File: src/rtl/i2s_transmitter.sv
// I2S transmitter: buffers mono samples in a small FIFO and serialises each
// sample onto both I2S channels, MSB first, with the standard one-bit delay
// relative to the word-select edge. The bit clock is derived from clk by a
// divider. Sticky flags report dropped writes and starved loads.
module i2s_transmitter #(
  parameter int SAMPLE_WIDTH = 16,
  parameter int BCLK_HALF    = 16,
  parameter int FIFO_DEPTH   = 4
) (
  input  logic                            clk,
  input  logic                            rst_n,
  input  logic [SAMPLE_WIDTH-1:0]         sample_in,
  input  logic                            sample_in_valid,
  output logic                            sample_req,
  input  logic                            clear_flags,
  output logic                            i2s_bclk,
  output logic                            i2s_lrclk,
  output logic                            i2s_sdata,
  output logic [$clog2(FIFO_DEPTH):0]     fifo_level,
  output logic                            overflow,
  output logic                            underflow
);

  localparam int LW = $clog2(FIFO_DEPTH);
  localparam int AW = (LW > 0) ? LW : 1;
  localparam int DW = (BCLK_HALF > 1) ? $clog2(BCLK_HALF) : 1;

  localparam logic [DW-1:0] C_DIV_LAST = DW'(BCLK_HALF - 1);
  localparam logic [AW-1:0] C_PTR_LAST = AW'(FIFO_DEPTH - 1);
  localparam logic [LW:0]   C_FULL     = (LW + 1)'(FIFO_DEPTH);

  // Bit-clock generation and frame position
  logic [DW-1:0]            r_div;
  logic                     r_bclk;
  logic [4:0]               r_slot;

  // Registered outputs
  logic                     r_lrclk;
  logic                     r_sdata;
  logic                     r_req;
  logic                     r_ovf;
  logic                     r_unf;

  // Sample currently being shifted out
  logic [SAMPLE_WIDTH-1:0]  r_cur;

  // FIFO storage and bookkeeping
  logic [SAMPLE_WIDTH-1:0]  r_mem [FIFO_DEPTH];
  logic [AW-1:0]            r_rd_ptr;
  logic [AW-1:0]            r_wr_ptr;
  logic [LW:0]              r_count;

  // Combinational control
  logic                     w_div_wrap;
  logic                     w_fall;
  logic                     w_load;
  logic                     w_empty;
  logic                     w_full;
  logic                     w_pop;
  logic                     w_push;
  logic                     w_ovf_set;
  logic                     w_unf_set;
  logic [4:0]               w_next_slot;
  logic [SAMPLE_WIDTH-1:0]  w_next_cur;
  logic [15:0]              w_chan;
  logic [3:0]               w_pos;
  logic                     w_next_bit;
  logic                     w_next_lr;

  assign w_div_wrap  = (r_div == C_DIV_LAST);
  assign w_fall      = w_div_wrap & r_bclk;
  assign w_load      = w_fall & (r_slot == 5'd0);
  assign w_empty     = (r_count == '0);
  assign w_full      = (r_count == C_FULL);
  assign w_pop       = w_load & ~w_empty;
  // A pop in the same cycle frees a slot, so a push to a full FIFO still lands.
  assign w_push      = sample_in_valid & (~w_full | w_pop);
  assign w_ovf_set   = sample_in_valid & w_full & ~w_pop;
  assign w_unf_set   = w_load & w_empty;
  assign w_next_slot = r_slot + 5'd1;

  // Word that will be held in cur after this cycle (zero on a starved load)
  always_comb begin
    w_next_cur = r_cur;
    if (w_load) begin
      w_next_cur = w_empty ? '0 : r_mem[r_rd_ptr];
    end
  end

  // Each I2S channel is 16 slots wide; the sample is left-justified into it,
  // truncating extra LSBs or padding missing ones with zeros.
  generate
    if (SAMPLE_WIDTH >= 16) begin : g_chan_trunc
      assign w_chan = w_next_cur[SAMPLE_WIDTH-1 -: 16];
    end else begin : g_chan_pad
      assign w_chan = {w_next_cur, {(16 - SAMPLE_WIDTH){1'b0}}};
    end
  endgenerate

  // Map the upcoming slot to a bit position within the channel word.
  // Slot 0 carries the LSB of the right channel (one-bit delay), so it
  // behaves as position 15 of the word still held in cur.
  always_comb begin
    w_pos = 4'd15;
    if (w_next_slot == 5'd0) begin
      w_pos = 4'd15;
    end else if (w_next_slot <= 5'd16) begin
      w_pos = 4'(w_next_slot - 5'd1);
    end else begin
      w_pos = 4'(w_next_slot - 5'd17);
    end
    w_next_bit = w_chan[4'd15 - w_pos];
    w_next_lr  = (w_next_slot >= 5'd16);
  end

  // Divider counter and bit clock; bclk toggles whenever the divider wraps
  always_ff @(posedge clk) begin
    if (!rst_n) begin
      r_div  <= '0;
      r_bclk <= 1'b0;
    end else begin
      if (w_div_wrap) begin
        r_div  <= '0;
        r_bclk <= ~r_bclk;
      end else begin
        r_div  <= r_div + 1'b1;
      end
    end
  end

  // Slot counter, word select, serial data and current word; all change on bclk falls
  always_ff @(posedge clk) begin
    if (!rst_n) begin
      r_slot  <= '0;
      r_lrclk <= 1'b0;
      r_sdata <= 1'b0;
      r_cur   <= '0;
    end else if (w_fall) begin
      r_slot  <= w_next_slot;
      r_lrclk <= w_next_lr;
      r_sdata <= w_next_bit;
      r_cur   <= w_next_cur;
    end
  end

  // One-cycle request pulse aligned with each load
  always_ff @(posedge clk) begin
    if (!rst_n) begin
      r_req <= 1'b0;
    end else begin
      r_req <= w_load;
    end
  end

  // FIFO storage; contents need no reset since the pointers gate every read
  always_ff @(posedge clk) begin
    if (w_push && rst_n) begin
      r_mem[r_wr_ptr] <= sample_in;
    end
  end

  // FIFO pointers and occupancy
  always_ff @(posedge clk) begin
    if (!rst_n) begin
      r_rd_ptr <= '0;
      r_wr_ptr <= '0;
      r_count  <= '0;
    end else begin
      if (w_pop) begin
        r_rd_ptr <= (r_rd_ptr == C_PTR_LAST) ? '0 : r_rd_ptr + 1'b1;
      end
      if (w_push) begin
        r_wr_ptr <= (r_wr_ptr == C_PTR_LAST) ? '0 : r_wr_ptr + 1'b1;
      end
      case ({w_push, w_pop})
        2'b10:   r_count <= r_count + 1'b1;
        2'b01:   r_count <= r_count - 1'b1;
        default: r_count <= r_count;
      endcase
    end
  end

  // Sticky error flags; a set in the same cycle as a clear wins
  always_ff @(posedge clk) begin
    if (!rst_n) begin
      r_ovf <= 1'b0;
      r_unf <= 1'b0;
    end else begin
      if (w_ovf_set) begin
        r_ovf <= 1'b1;
      end else if (clear_flags) begin
        r_ovf <= 1'b0;
      end
      if (w_unf_set) begin
        r_unf <= 1'b1;
      end else if (clear_flags) begin
        r_unf <= 1'b0;
      end
    end
  end

  assign sample_req = r_req;
  assign i2s_bclk   = r_bclk;
  assign i2s_lrclk  = r_lrclk;
  assign i2s_sdata  = r_sdata;
  assign fifo_level = r_count;
  assign overflow   = r_ovf;
  assign underflow  = r_unf;

endmodule

File: config.mk
export PLATFORM = sky130hd
export DESIGN_NAME = i2s_transmitter
export DESIGN_NICKNAME = d
export VERILOG_FILES = /design/src/rtl/i2s_transmitter.sv
export SDC_FILE = /design/constraint.sdc
export NUM_CORES = 1
export LEC_CHECK = 0
export CORE_AREA = 2 2 104 81
export DETAILED_ROUTE_END_ITERATION = 7
export DIE_AREA = 0 0 106 83
export PLACE_DENSITY = 0.77
export SYNTH_ARGS = -nofsm -noshare
export SYNTH_HDL_FRONTEND = slang
export SYNTH_SLANG_ARGS = --single-unit
File: constraint.sdc
create_clock -name clk -period 3.05 [get_ports clk]
set_clock_uncertainty 0.2 [all_clocks]
set_input_delay 0.61 -clock clk [delete_from_list [all_inputs] [get_ports clk]]
set_output_delay 0.61 -clock clk [all_outputs]
set_load 0.05 [all_outputs]
==> metrics.csv, run 1 <==
stage,metric,value,unit
timing,RSZ-0062 raised after global routing,false,
global_route,total global routing overflow,0,
placement,RD Place Congestion,0.834,
die,I/O Pins,29,
cts,clk_lat worst skew,0.36,ns
power_and_ir_drop,PD cells,507,nW/um2
layout,Syn-to-layout area delta,14.2,%
power_and_ir_drop,total power,2540,uW
global_route,first-pass GRT wire length,12800,um
timing,fin crit period,2.79,ns
die,initial core utilization,0.565,
worst_setup_path,R2R Setup Slk,0.26,ns
synthesis,"EDFF count, synth",64,
global_route,initial antenna violation count,0,
global_route,global-route usage over all layers,0.190,
timing,max-slew violation count,0,
cts,root buffer cell,clkbuf_8,
die,Core Footprint,7740,um2
cts,CTS tree,built,
drt,# DRC,0,
timing,Worst-Margin Slew,0.667,ns
synthesis,Mapped Cells,313,
drt,via count,2611,
drt,drt pass-1 iters,5,
synthesis,warning count from the yosys run,0,
die,die width,106,um
status,status,"finished, final reports clean",
timing,WHS,0.287,ns
placement,Port-buffer cells,28,
worst_setup_path,Critical Path RT,3.13,ns
cts,Worst-path clk slew,0.10,ns
die,height of the die,83,um
hold_path,Min-Delay Path Class,reg2reg,
synthesis,Post-synth ARST share,0,
layout,diodes inserted,0,
cts,"Setup Fix Bufs, Post-CTS",0,
cts,Max Root-Sink Buffers,2,
worst_setup_path,CP max FO,9,
synthesis,sequential fraction of the synthesis area,0.622,
timing,Tcrit/Tclk final,0.914,
layout,NumNets Final,376,
timing,Rel. slew slack,0.555,
drt,DR iter-0 viols,165,
synthesis,"Avg Cell Area, Syn",14.0,um2
synthesis,"Primary FF master, synth",edfxtp_1,
drt,wire per inst,17.5,um
synthesis,synthesized flop and latch total,104,
synthesis,distinct cell type count after synthesis,51,
synthesis,synthesized net count,342,
drt,final wirelength,7980,um
global_route,largest net degree at the start of global routing,21,
drt,drt via density,5.71,
power_and_ir_drop,Pleak,0.00173,uW
cts,post_cts resized,0,
power_and_ir_drop,VDD IR max,278,uV
run,max_cap viols,0,
cts,hold_buf cts,0,
placement,Placed Cells incl. Taps,441,
cts,Num CTS Buffers,9,
timing,f_max,359,MHz
die,die area,8800,um2
global_route,vias in the first global route,2638,
timing,Final Hold Fails,0,
layout,layout cells sized above 1,0.151,
layout,Layout fillers,565,
worst_setup_path,Critical Path End Type,register,
worst_setup_path,startpoint types,register,
placement,post-DP HPWL,5450,um
cts,H-tree levels,3,
cts,# clock sinks,104,
die,Core Rows,28,
worst_setup_path,Arrival @ worst endpoint,2.87,ns
timing,setup TNS,0,ns
timing,Final Setup Violations,0,
layout,Layout Cells excl Fill,457,
worst_setup_path,Worst Setup Path Type,reg2reg,
layout,Layout Utilization,0.646,
synthesis,"Cell Area, Synth",4380,um2
drt,DRT antenna net count,0,
critical path: stages, from the launching register on:
cell and delay [ns]:
dfxtp_1 0.49, inv_1 0.08, ha_1 0.48, xor2_1 0.17, nor2_1 0.29, mux2_2 0.39, or4_1 0.50, o2111ai_1 0.11
cell usage in the layout, fill, tap and decap left out, types with 3 or more instances in the layout:
cell type,netlist,final
nand4_1,7,7
xnor2_1,7,7
o211a_1,3,3
dfxtp_1,40,40
nand2b_1,4,4
xor2_1,3,3
a22o_1,3,3
a21boi_0,6,6
buf_4,0,13
o21ai_0,7,7
inv_1,11,11
clkdlybuf4s50_1,0,28
and3_1,7,7
clkbuf_8,0,9
mux2_2,3,3
nand2_1,13,13
nor2b_1,13,13
edfxtp_1,64,64
nand3_1,9,9
a21oi_1,5,5
a22oi_1,12,12
ha_1,8,8
and2_1,11,11
mux4_2,16,16
nor2_1,11,11
mux2i_1,3,3
Yosys cell counts (3+ instances only):
cell      instances  share of area
edfxtp_1         64           0.44
xnor2_1           7          0.014
a22oi_1          12          0.021
xor2_1            3         0.0060
inv_1            11         0.0094
buf_2             5         0.0057
o211a_1           3         0.0069
nand2_1          13          0.011
nand3_1           9          0.010
a21oi_1           5         0.0057
ha_1              8          0.023
mux4_2           16          0.082
mux2_2            3         0.0077
nor2_1           11         0.0094
dfxtp_1          40           0.18
a22o_1            3         0.0060
mux2i_1           3         0.0069
clkbuf_1         10         0.0086
o21ai_0           7         0.0080
a21boi_0          6          0.010
nand2b_1          4         0.0057
and3_1            7          0.010
nand4_1           7          0.010
and2_1           11          0.016
nor2b_1          13          0.019
per-layer routing:
layer  up-vias  track usage  part of all wire
met5         -            0                 0
met4         0       0.0574            0.0097
met3        10       0.0495             0.031
met2        53        0.306              0.48
met1      1297        0.257              0.48
li1       1251            -                 -
worst paths after layout:
check        cells after the start        end  startpoint
max                              7  i2s_sdata   r_slot[1]
min                              1   r_div[0]    r_div[0]
max reg2reg                      7  i2s_sdata   r_slot[1]
min reg2reg                      1   r_div[0]    r_div[0]
per-stage QoR:
step | instance area [um2] | setup slack (ns)
5_1_grt | 5000 | 0.0268
3_3_place_gp | 4800 | 0.377
6_report | 5000 | 0.261
4_1_cts | 5000 | 0.262
3_5_place_dp | 4800 | 0.313
2_1_floorplan | 4380 | 0.413
sequential cells by signal, summed over array words and instances, names as in the netlist, 2 cells and up, named ones only:
| signal | count |
|---|---|
| r_wr_ptr | 2 |
| r_slot | 5 |
| r_cur | 16 |
| r_div | 4 |
| fifo_level | 3 |
| r_mem | 64 |
| r_rd_ptr | 2 |
cells by family after synthesis:
| kind of cell | count (synthesis) | synth area share |
|---|---|---|
| flops | 104 | 0.622 |
| buf+inv | 29 | 0.0297 |
| fa+ha+maj | 9 | 0.0274 |
| mux | 22 | 0.0969 |
| compound gates | 51 | 0.0869 |
| xor+xnor | 10 | 0.0200 |
| simple gates | 88 | 0.117 |
power breakdown:
group / total [uW] / internal [uW] / leakage [uW] / switching (uW)
combinational: 137 / 63.8 / 0.000722 / 73.0
sequential: 1540 / 1520 / 0.000905 / 15.5
clock: 861 / 393 / 0.0000994 / 468
total: 2540 / 1980 / 0.00173 / 557
layout make-up:
type / count / area, um2 / area share
sequential: 104 / 2720 / 0.544
tap: 105 / 131 / 0.0263
clock buffer: 10 / 128 / 0.0255
clock inverter: 6 / 75.1 / 0.0150
inverter: 11 / 41.3 / 0.00826
timing repair buffer: 41 / 378 / 0.0756
multi-input combinational: 180 / 1530 / 0.305
Power figures use the tool's default switching activity.
==> inputs of run 2 (changes only) <==
CORE_AREA = 2 2 108 84   (was 2 2 104 81)
DIE_AREA = 0 0 110 86   (was 0 0 106 83)
PLACE_DENSITY = 0.75   (was 0.77)
clock period = 2.3 ns   (was 3.05 ns; I/O delays follow)
==> metrics.csv, run 2 (synthesis results as in run 1) <==
stage,metric,value,unit
cts,Max Root-Sink Buffers,2,
layout,biggest regs,"r_mem: 64 flops, r_cur: 16 flops, r_slot: 5 flops",
drt,DRT antenna net count,0,
drt,wire per inst,17.9,um
timing,fin worst setup slack,-0.000287,ns
cts,Worst-path clk slew,0.09,ns
drt,# DRC,0,
global_route,global-route usage over all layers,0.206,
timing,Rel. slew slack,0.666,
power_and_ir_drop,Pleak,0.00190,uW
layout,Syn-to-layout area delta,22.8,%
worst_setup_path,R2R Setup Slk,-0.0003,ns
global_route,first-pass GRT wire length,14400,um
drt,drt pass-1 iters,5,
power_and_ir_drop,PD cells,635,nW/um2
cts,root buffer cell,clkbuf_8,
placement,DP Worst Slack,-0.0552,ns
timing,setup TNS,-0.000287,ns
die,height of the die,86,um
placement,Port-buffer cells,28,
die,I/O Pins,29,
status,failing checks,negative setup slack,
global_route,initial antenna violation count,0,
cts,Num CTS Buffers,9,
timing,WHS,0.293,ns
timing,Final Setup Violations,1,
die,die width,110,um
worst_setup_path,Critical Path End Type,register,
timing,RSZ-0062 raised after global routing,true,
worst_setup_path,CP max FO,3,
drt,via count,2791,
global_route,largest net degree at the start of global routing,38,
die,Core Rows,29,
timing,fin crit period,2.30,ns
worst_setup_path,Worst R2R Path Depth,12,
worst_setup_path,Arrival @ worst endpoint,2.37,ns
worst_setup_path,Worst R2R Start,r_slot[0],
die,initial core utilization,0.527,
worst_setup_path,Worst Setup Path Type,reg2reg,
timing,Tcrit/Tclk final,1.00,
timing,Worst-Margin Slew,0.500,ns
worst_setup_path,CP startpoint,r_slot[0],
worst_setup_path,startpoint types,register,
worst_setup_path,Critical Path RT,2.37,ns
layout,"most common cell after layout, fill and taps aside",edfxtp_1,
drt,drt via density,5.73,
layout,layout cells sized above 1,0.274,
placement,post-DP HPWL,5710,um
layout,Layout Utilization,0.647,
drt,final wirelength,8700,um
worst_setup_path,Worst R2R End,fifo_level[2],
cts,clk_lat worst skew,0.37,ns
power_and_ir_drop,VDD IR max,491,uV
drt,DR iter-0 viols,194,
timing,max-slew violation count,0,
layout,NumNets Final,403,
cts,H-tree levels,3,
status,status,"complete, but fails checks",
worst_setup_path,Worst setup endpoint,fifo_level[2],
layout,Largest Register,r_mem,
layout,diodes inserted,0,
layout,max FFs per register,64,
cts,hold_buf cts,0,
die,die area,9460,um2
die,Core Footprint,8310,um2
global_route,total global routing overflow,0,
cts,# clock sinks,104,
cts,CTS tree,built,
power_and_ir_drop,total power,3410,uW
placement,RD Place Congestion,0.925,
global_route,vias in the first global route,2765,
run,max_cap viols,0,
layout,most frequent cells in the layout,"edfxtp_1 (64), dfxtp_1 (35), buf_4 (33)",
timing,f_max,435,MHz
timing,Final Hold Fails,0,
hold_path,Min-Delay Path Class,reg2reg,
[run 2: cell type report]
type | count | area [um2]
Timing Repair Buffer | 68 | 652
Inverter | 11 | 43.8
Clock buffer | 10 | 128
Multi-Input combinational cell | 180 | 1610
Sequential cell | 104 | 2730
Clock inverter | 6 | 73.8
Fill cell | 615 | 2930
Tap cell | 108 | 135
[run 2: power breakdown]
group	switching [uW]	internal (uW)	leakage, uW
clock network	640	521	0.000101
logic	113	103	0.000893
registers	18.0	2020	0.000907
[run 2: how the worst min path moves through the flow]
stage	startpoint	endpoint	depth (start not counted)	slack (ns)
detailed placement	overflow	overflow	2	0.28
global placement	overflow	overflow	2	0.27
floorplan	r_div[0]	r_div[0]	1	0.23
finish	overflow	overflow	2	0.29
CTS	overflow	overflow	2	0.30
global route	overflow	overflow	2	0.32
[run 2: timing repair]
action                     4_1_cts  5_1_grt
setup endpoints to repair       67       69
resized for setup                5       14
pin swaps                        1        2
setup buffers                    2        1
[run 2: metal layers]
metal  GRT usage  vias up  wire length [um]
met5           0        -                 0
met2       0.310       68              4170
met3      0.0570       15               384
met4      0.0794        0               195
li1            -     1299                 -
met1       0.285     1409              3950
[run 2: per-stage QoR]
stage               cells  instance area (um2)
finish                487                 5380
global route          487                 5380
global placement      468                 5090
floorplan             313                 4440
CTS                   486                 5320
detailed placement    468                 5090
[run 2: worst max-delay path, cell delays in order, from the launching register on]
cell and delay, ns:
dfxtp_4 0.37, inv_4 0.06, ha_4 0.12, nor4b_4 0.24
buf_4 0.20, nand3_4 0.09, nor2_4 0.10, inv_2 0.05
fa_2 0.36, nor2_2 0.11, a22oi_2 0.07, xnor2_1 0.12
and2_1 0.13
==> inputs of run 3 (changes only) <==
--- a/config.mk
+++ b/config.mk
@@ -7,2 +7,3 @@
 export LEC_CHECK = 0
+export CAP_MARGIN = 20
 export CORE_AREA = 2 2 108 84
--- a/constraint.sdc
+++ b/constraint.sdc
@@ -4,2 +4,2 @@
 set_output_delay 0.46 -clock clk [all_outputs]
-set_load 0.05 [all_outputs]
+set_load 0.005 [all_outputs]
==> metrics.csv, run 3 (synthesis results as in run 1) <==
stage,metric,value,unit
worst_setup_path,"critical path, cell by cell",buf_4 -> and4_1 -> o211a_1 -> nor2_4 -> mux2_2 -> or4_1 -> o2111ai_1,
drt,M1 wire length,3850,um
drt,DR iter-0 viols,207,
cts,CTS tree,built,
power_and_ir_drop,Pleak,0.00186,uW
worst_setup_path,Worst R2R Path Depth,7,
worst_setup_path,CP startpoint,r_slot[0],
placement,Placed Cells incl. Taps,467,
drt,met3 WL,365,um
layout,max FFs per register,64,
die,I/O Pins,29,
cts,root buffer cell,clkbuf_8,
layout,Largest Register,r_mem,
layout,most frequent cells in the layout,"edfxtp_1 (64), dfxtp_1 (38), buf_4 (30)",
timing,RSZ-0062 raised after global routing,true,
worst_setup_path,Critical Path End Type,register,
timing,max-slew violation count,0,
placement,Port-buffer cells,28,
drt,drt via density,5.55,
hold_path,WHS Path Cells,2,
die,die area,9460,um2
drt,# DRC,0,
cts,clk_lat worst skew,0.36,ns
worst_setup_path,Worst setup endpoint,i2s_sdata,
layout,layout cells sized above 1,0.250,
cts,Max Root-Sink Buffers,2,
worst_setup_path,"CP delay by family, top",simple AND/OR/NAND/NOR gates,
timing,setup TNS,0,ns
global_route,initial antenna violation count,0,
cts,Worst-path clk slew,0.10,ns
layout,Syn-to-layout area delta,21.6,%
global_route,first-pass GRT wire length,13300,um
global_route,vias in the first global route,2658,
drt,final wirelength,8180,um
timing,WHS,0.292,ns
layout,NumNets Final,400,
die,Core Rows,29,
die,die width,110,um
worst_setup_path,R2R Setup Slk,0.01,ns
cts,Num CTS Buffers,9,
hold_path,Min-Delay Path Class,reg2reg,
layout,Layout Cells excl Fill,484,
drt,Top Layer Used,met4,
timing,Tcrit/Tclk final,0.995,
global_route,global-route usage over all layers,0.187,
timing,Final Setup Violations,0,
drt,drt pass-1 iters,5,
worst_setup_path,WP buf/inv,1,
worst_setup_path,Worst R2R End,i2s_sdata,
cts,# clock sinks,104,
global_route,total global routing overflow,0,
drt,WL met2,3880,um
power_and_ir_drop,PD cells,607,nW/um2
timing,Rel. slew slack,0.696,
layout,biggest regs,"r_mem: 64 flops, r_cur: 16 flops, r_slot: 5 flops",
drt,wire per inst,16.9,um
layout,"most common cell after layout, fill and taps aside",edfxtp_1,
timing,fin worst setup slack,0.0104,ns
timing,f_max,437,MHz
timing,fin crit period,2.29,ns
die,Core Footprint,8310,um2
placement,RD Place Congestion,0.967,
worst_setup_path,Arrival @ worst endpoint,2.37,ns
worst_setup_path,CP max FO,6,
timing,Worst-Margin Slew,0.454,ns
layout,diodes inserted,0,
worst_setup_path,WP depth,7,
placement,post-DP HPWL,5710,um
cts,H-tree levels,3,
power_and_ir_drop,VDD IR max,517,uV
drt,via count,2687,
worst_setup_path,crit path max-delay cell type,or4_1,
die,height of the die,86,um
timing,Final Hold Fails,0,
worst_setup_path,Worst R2R Start,r_slot[0],
power_and_ir_drop,total power,3230,uW
worst_setup_path,Worst Setup Path Type,reg2reg,
drt,DRT antenna net count,0,
cts,hold_buf cts,0,
run,max_cap viols,0,
worst_setup_path,Critical Path RT,2.38,ns
status,status,"finished, final reports clean",
die,initial core utilization,0.527,
placement,DP Worst Slack,-0.0643,ns
worst_setup_path,crit-path max cell delay,0.40,ns
worst_setup_path,startpoint types,register,
global_route,largest net degree at the start of global routing,25,
[run 3: through the flow]
step | cell area, um2 | util
3_3_place_gp | 5100 | 0.613
5_1_grt | 5320 | 0.641
6_report | 5320 | 0.641
2_1_floorplan | 4440 | -
3_5_place_dp | 5100 | 0.613
4_1_cts | 5270 | 0.634
[run 3: power breakdown]
part | switching [uW] | internal [uW]
clock network | 589 | 410
registers | 16.4 | 2020
logic | 93.2 | 104
[run 3: layer usage]
metal	up-vias	track usage
met1	1327	0.263
met4	0	0.0587
met2	50	0.287
li1	1301	-
met5	-	0
met3	9	0.0486
[run 3: worst min path at each step]
stage,slack [ns],start,endpoint
after floorplan,0.23,r_div[0],r_div[0]
after global placement,0.27,overflow,overflow
after detailed placement,0.29,overflow,overflow
after CTS,0.30,overflow,overflow
after global routing,0.31,overflow,overflow
final,0.29,overflow,overflow
[run 3: tightest hold or removal path, delay by kind of cell (launching register included)]
family,cells,cell delay [ns]
compound gates,1,0.07
flops,1,0.32
simple gates,1,0.07
[run 3: layout make-up]
cell class	instances	area (um2)
fill	606	2990
multi-input combinational	180	1610
clock buffer	13	139
sequential	104	2730
tap	108	135
timing repair buffer	65	637
inverter	11	43.8
clock inverter	3	28.8
[run 3: what timing repair did]
action | CTS | global route
buffers inserted | 0 | 1
gates resized for setup | 1 | 13
cloned | 0 | 0
pin swaps | 0 | 5
endpoints found under the setup margin | 1 | 68
==> RTL change 1: new RTL, config.mk and constraints of run 2 <==
Add an input register stage for `sample_in`, `sample_in_valid` and `clear_flags`, cleared by the reset; this delays them by one clock.
--- a/src/rtl/i2s_transmitter.sv
+++ b/src/rtl/i2s_transmitter.sv
@@ -31,2 +31,18 @@
 
+  logic [SAMPLE_WIDTH-1:0] sample_q;
+  logic sample_in_valid_q;
+  logic clear_flags_q;
+
+  always_ff @(posedge clk) begin
+    if (!rst_n) begin
+      sample_q          <= '0;
+      sample_in_valid_q <= '0;
+      clear_flags_q     <= '0;
+    end else begin
+      sample_q          <= sample_in;
+      sample_in_valid_q <= sample_in_valid;
+      clear_flags_q     <= clear_flags;
+    end
+  end
+
   // Bit-clock generation and frame position
@@ -76,4 +92,4 @@
   // A pop in the same cycle frees a slot, so a push to a full FIFO still lands.
-  assign w_push      = sample_in_valid & (~w_full | w_pop);
-  assign w_ovf_set   = sample_in_valid & w_full & ~w_pop;
+  assign w_push      = sample_in_valid_q & (~w_full | w_pop);
+  assign w_ovf_set   = sample_in_valid_q & w_full & ~w_pop;
   assign w_unf_set   = w_load & w_empty;
@@ -157,3 +173,3 @@
     if (w_push && rst_n) begin
-      r_mem[r_wr_ptr] <= sample_in;
+      r_mem[r_wr_ptr] <= sample_q;
     end
@@ -190,3 +206,3 @@
         r_ovf <= 1'b1;
-      end else if (clear_flags) begin
+      end else if (clear_flags_q) begin
         r_ovf <= 1'b0;
@@ -195,3 +211,3 @@
         r_unf <= 1'b1;
-      end else if (clear_flags) begin
+      end else if (clear_flags_q) begin
         r_unf <= 1'b0;
Check against the original RTL: not equivalent (a bounded check fails within 4 cycles, from zero or initial values and one cycle with rst_n low).
==> RTL change 1 against run 2 <==
The flow still finishes with violations (setup timing); non-clock buffer count rose by 16; routed wire length grew 17%; cell area grew 19%; clock power rose by 130%; power increased by 52%; setup slack got worse by 210 ps; sequential cell count up 18; via count is 9.2% higher; synthesized area grew 8.6%; critical endpoint is now i2s_sdata.
==> RTL change 1: results (changes against run 2) <==
routed length on met2=5040 um (+21%); share of cells above drive strength 1=31.9% (+4.4 points); leak pwr=2.40 nW (+26%); final setup vio count=14 (+13); Hold EP=overflow; Finished Layout Cells=538 (+10%); WP data arrival=2710 ps (+340 ps); worst vdd ir=0.697 mV (+42%); DP Cell Count=495 (+5.8%); status=finished, violations left; vias in the first global route=3096 (+12%); TritonCTS buffer count=17 (+8); Post-DP Area=0.00558 mm2 (+9.6%); dpl hpwl=6270 um (+9.7%); DR top layer=met4; Crit Reg-Reg Endpoint=i2s_sdata; Post-Route M1 WL=4340 um (+9.7%); pin count of the biggest net entering global routing=17 (-55%); WL met3=622 um (+62%); hold slack=275 ps (-17.2 ps); Fillers=477 (-22%); Post-synth EDFFs=64 (unchanged); Iter 0 DRT Violations=207 (+6.7%); DP Worst Slack=-274 ps (-218 ps); biggest regs=r_mem (64), r_cur (16), sample_q (16); fin worst setup slack=-212 ps (-212 ps); worst hold path class=flop to flop; hold depth=2 (unchanged); top cells by area, synth=edfxtp_1, dfxtp_1, mux4_2; Seq/Total Area, Yosys=64.8% (+2.6 points); synth cell count leaders=edfxtp_1, dfxtp_1, and2_1; GRT Total Usage=22.8% (+2.3 points); Synth async-reset ratio=0% (unchanged); failing checks=setup timing; Syn Nets=361 (+5.6%); register area=0.00309 mm2 (+13%); Netlist cell types=49 (-3.9%); # nets final=446 (+11%); global-route wire length before repair=15500 um (+7.5%); RePlAce Congestion=0.978 (+5.8%); clk slew on worst S/H paths=60 ps (-30 ps); H-Tree Depth=4 (+1); cell count after synthesis=332 (+6.1%); detailed-route via count=3048 (+9.2%); Slew @ Worst Pin=506 ps (+6.18 ps); wire per inst=18.9 um (+5.6%); clk_lat worst skew=520 ps (+150 ps)
[RTL change 1: changes by cell type after synthesis, moves of 4 or more]
cell,delta
a21boi_0,-6
a21oi_1,+4
a22o_1,+11
a22oi_1,-7
and2_1,+22
dfxtp_1,+18
inv_1,-4
nor2_1,+9
nor2b_1,-12
o21ai_0,-5
[RTL change 1: power by group]
group / internal (mW) / total, mW / switching (mW)
logic: 0.0914 / 0.167 / 0.0758
clock network: 1.74 / 2.66 / 0.926
registers: 2.33 / 2.36 / 0.0280
[RTL change 1: cell type report]
cell class / count / area share (%)
Timing Repair Buffer: 84 / 13.1
Tap cell: 108 / 2.11
Clock inverter: 10 / 2.21
Clock buffer: 22 / 7.24
Sequential cell: 122 / 48.3
Inverter: 8 / 0.548
Multi-Input combinational cell: 184 / 26.4
[RTL change 1: worst max path at each step]
stage,start,endpoint,slack [ps],cells past startpoint
4_1_cts,r_slot[0],i2s_sdata,-210,9
6_report,r_slot[0],i2s_sdata,-210,9
2_1_floorplan,r_slot[0],i2s_sdata,-320,11
5_1_grt,r_slot[0],i2s_sdata,-320,9
3_3_place_gp,r_slot[0],i2s_sdata,-200,9
3_5_place_dp,r_slot[0],i2s_sdata,-270,9
[RTL change 1: cell families after synthesis]
logic type / share of synthesized area (%)
buffers and inverters: 2.68
AO/OA/AOI/OAI: 7.52
AND/OR/NAND/NOR: 11.9
adder cells (fa/ha/maj): 2.53
flip-flops: 64.8
XOR/XNOR: 1.29
multiplexers: 9.21
[RTL change 1: layer usage]
layer	track usage (%)	up-vias
met4	7.02	0
met5	0	-
met1	28.2	1522
met3	8.28	15
li1	-	1403
met2	37.7	108
[RTL change 1: worst max-delay path: stages (launching register included)]
cell	delay, ps
dfxtp_4	370
inv_6	40
ha_4	250
and4bb_1	270
a211oi_2	50
or3_4	340
and3_4	190
mux2_4	310
a2111oi_4	280
o31ai_1	90
[RTL change 1: repair_timing]
| item | in CTS | in global routing |
|---|---|---|
| buffers inserted | 8 | 1 |
| resized for setup | 24 | 14 |
| cloned | 2 | 1 |
| hold buffers | 0 | 0 |
| endpoints found under the setup margin | 76 | 68 |
| pin swaps | 6 | 7 |
==> RTL change 2: new RTL, flow settings as in run 2 <==
Made on the original files. The parameter `FIFO_DEPTH` goes from 4 to 2.
--- a/src/rtl/i2s_transmitter.sv
+++ b/src/rtl/i2s_transmitter.sv
@@ -7,3 +7,3 @@
   parameter int BCLK_HALF    = 16,
-  parameter int FIFO_DEPTH   = 4
+  parameter int FIFO_DEPTH   = 2
 ) (
Ports: changed (resized fifo_level); port bits go from 29 to 28. The function was not compared with the original's and may differ.
==> RTL change 2 against run 2 <==
The flow still finishes with violations (setup timing); sequential cell count fell by 36; die area did not move; routed wire length fell by 29%; via count fell by 20%; sequential share of layout area fell by 9.6 points; synthesized area fell by 30%; count of clock-buffer cells in the layout did not move; utilization fell by 15 points; power fell by 19%; cell area fell by 24%; setup slack got worse by 150 ps; largest cell class unchanged.
==> RTL change 2: results (changes against run 2) <==
WP data arrival=2480 ps (+110 ps); Seq/Total Area, Yosys=54.7% (-7.5 points); DP Cell Count=424 (-9.4%); Slowest Stage Delay on Critical Path=340 ps (-30 ps); setup_tns=-151 ps (-150 ps); grt met1 use=17.1% (-11 points); Compound-Gate Fraction of Synth Area=8.82% (+0.14 points); Seq Cell Count=68 (-35%); area of the multi-input gates=0.00137 mm2 (-15%); Syn Nets=299 (-13%); fin worst setup slack=-151 ps (-150 ps); grt met3 use=4.26% (-1.4 points); clock power share=46.1% (+12 points); Netlist cell types=47 (-7.8%); DP Worst Slack=-108 ps (-52.9 ps); Iter 0 DRT Violations=122 (-37%); failing checks=setup timing; buffering overhead=15.3% (+3.2 points); vias per cell=4.96 (-13%); dpl hpwl=4200 um (-26%); Post-Synth Adder-Cell Area=1.22% (-1.5 points); # nets final=358 (-11%); clk slew on worst S/H paths=70 ps (-20 ps); Post-synth EDFFs=32 (-50%); status=finished, violations left; final setup vio count=1 (unchanged); fraction of area in registers=41.2% (-9.6 points); mux share of post-synthesis cell area=11.8% (+2.1 points); Post-synth top flop=dfxtp_1; design area=0.00411 mm2 (-24%); clk_lat worst skew=350 ps (-20 ps); leak pwr=1.47 nW (-23%); top cells by area, synth=edfxtp_1, dfxtp_1, mux2i_1; Post-DP Area=0.00367 mm2 (-28%); comb_multi_in=185 (+2.8%); worst vdd ir=0.459 mV (-6.5%); biggest regs=r_mem (32), r_cur (16), r_slot (5); xor/xnor share of the synthesized area=2.56% (+0.56 points); vias in the first global route=2091 (-24%); slowest cell on the critical path=dfxtp_2; CP max FO=6 (+3); wire per inst=13.8 um (-23%); Min-Delay Startpoint=r_cur[15]; Top Family by Delay on Critical Path=multiplexers; Non-clk invs=5 (-6); M2 GR Usage=21.6% (-9.4 points)
==> RTL change 2: cell count changes after synthesis, sizes merged, moves of 6 or more <==
cell	before	now
nor2b	13	5
a22oi	12	0
edfxtp	64	32
a21boi	6	0
inv	11	5
nand2	14	22
and2	11	1
nor2	11	42
a21oi	5	18
mux4	16	1
mux2i	3	31
==> RTL change 2: final timing paths <==
| check | endpoint | slack (ps) | depth (start not counted) |
|---|---|---|---|
| hold reg to reg | r_cur[15] | 260 | 2 |
| hold / removal | r_cur[15] | 260 | 2 |
| setup / recovery | i2s_sdata | -150 | 10 |
| setup reg to reg | i2s_sdata | -150 | 10 |
==> RTL change 2: what timing repair did <==
item | in CTS | in global routing
buffers inserted | 2 | 6
pin swaps | 0 | 5
endpoints found under the hold margin | 0 | 0
resized for setup | 7 | 15
setup endpoints to repair | 1 | 1
==> RTL change 2: layer usage <==
metal / up-vias / share of wire [%]
met5: - / 0
met4: 0 / 2.4
met3: 19 / 3.9
met2: 40 / 47
met1: 1056 / 47
li1: 1108 / -
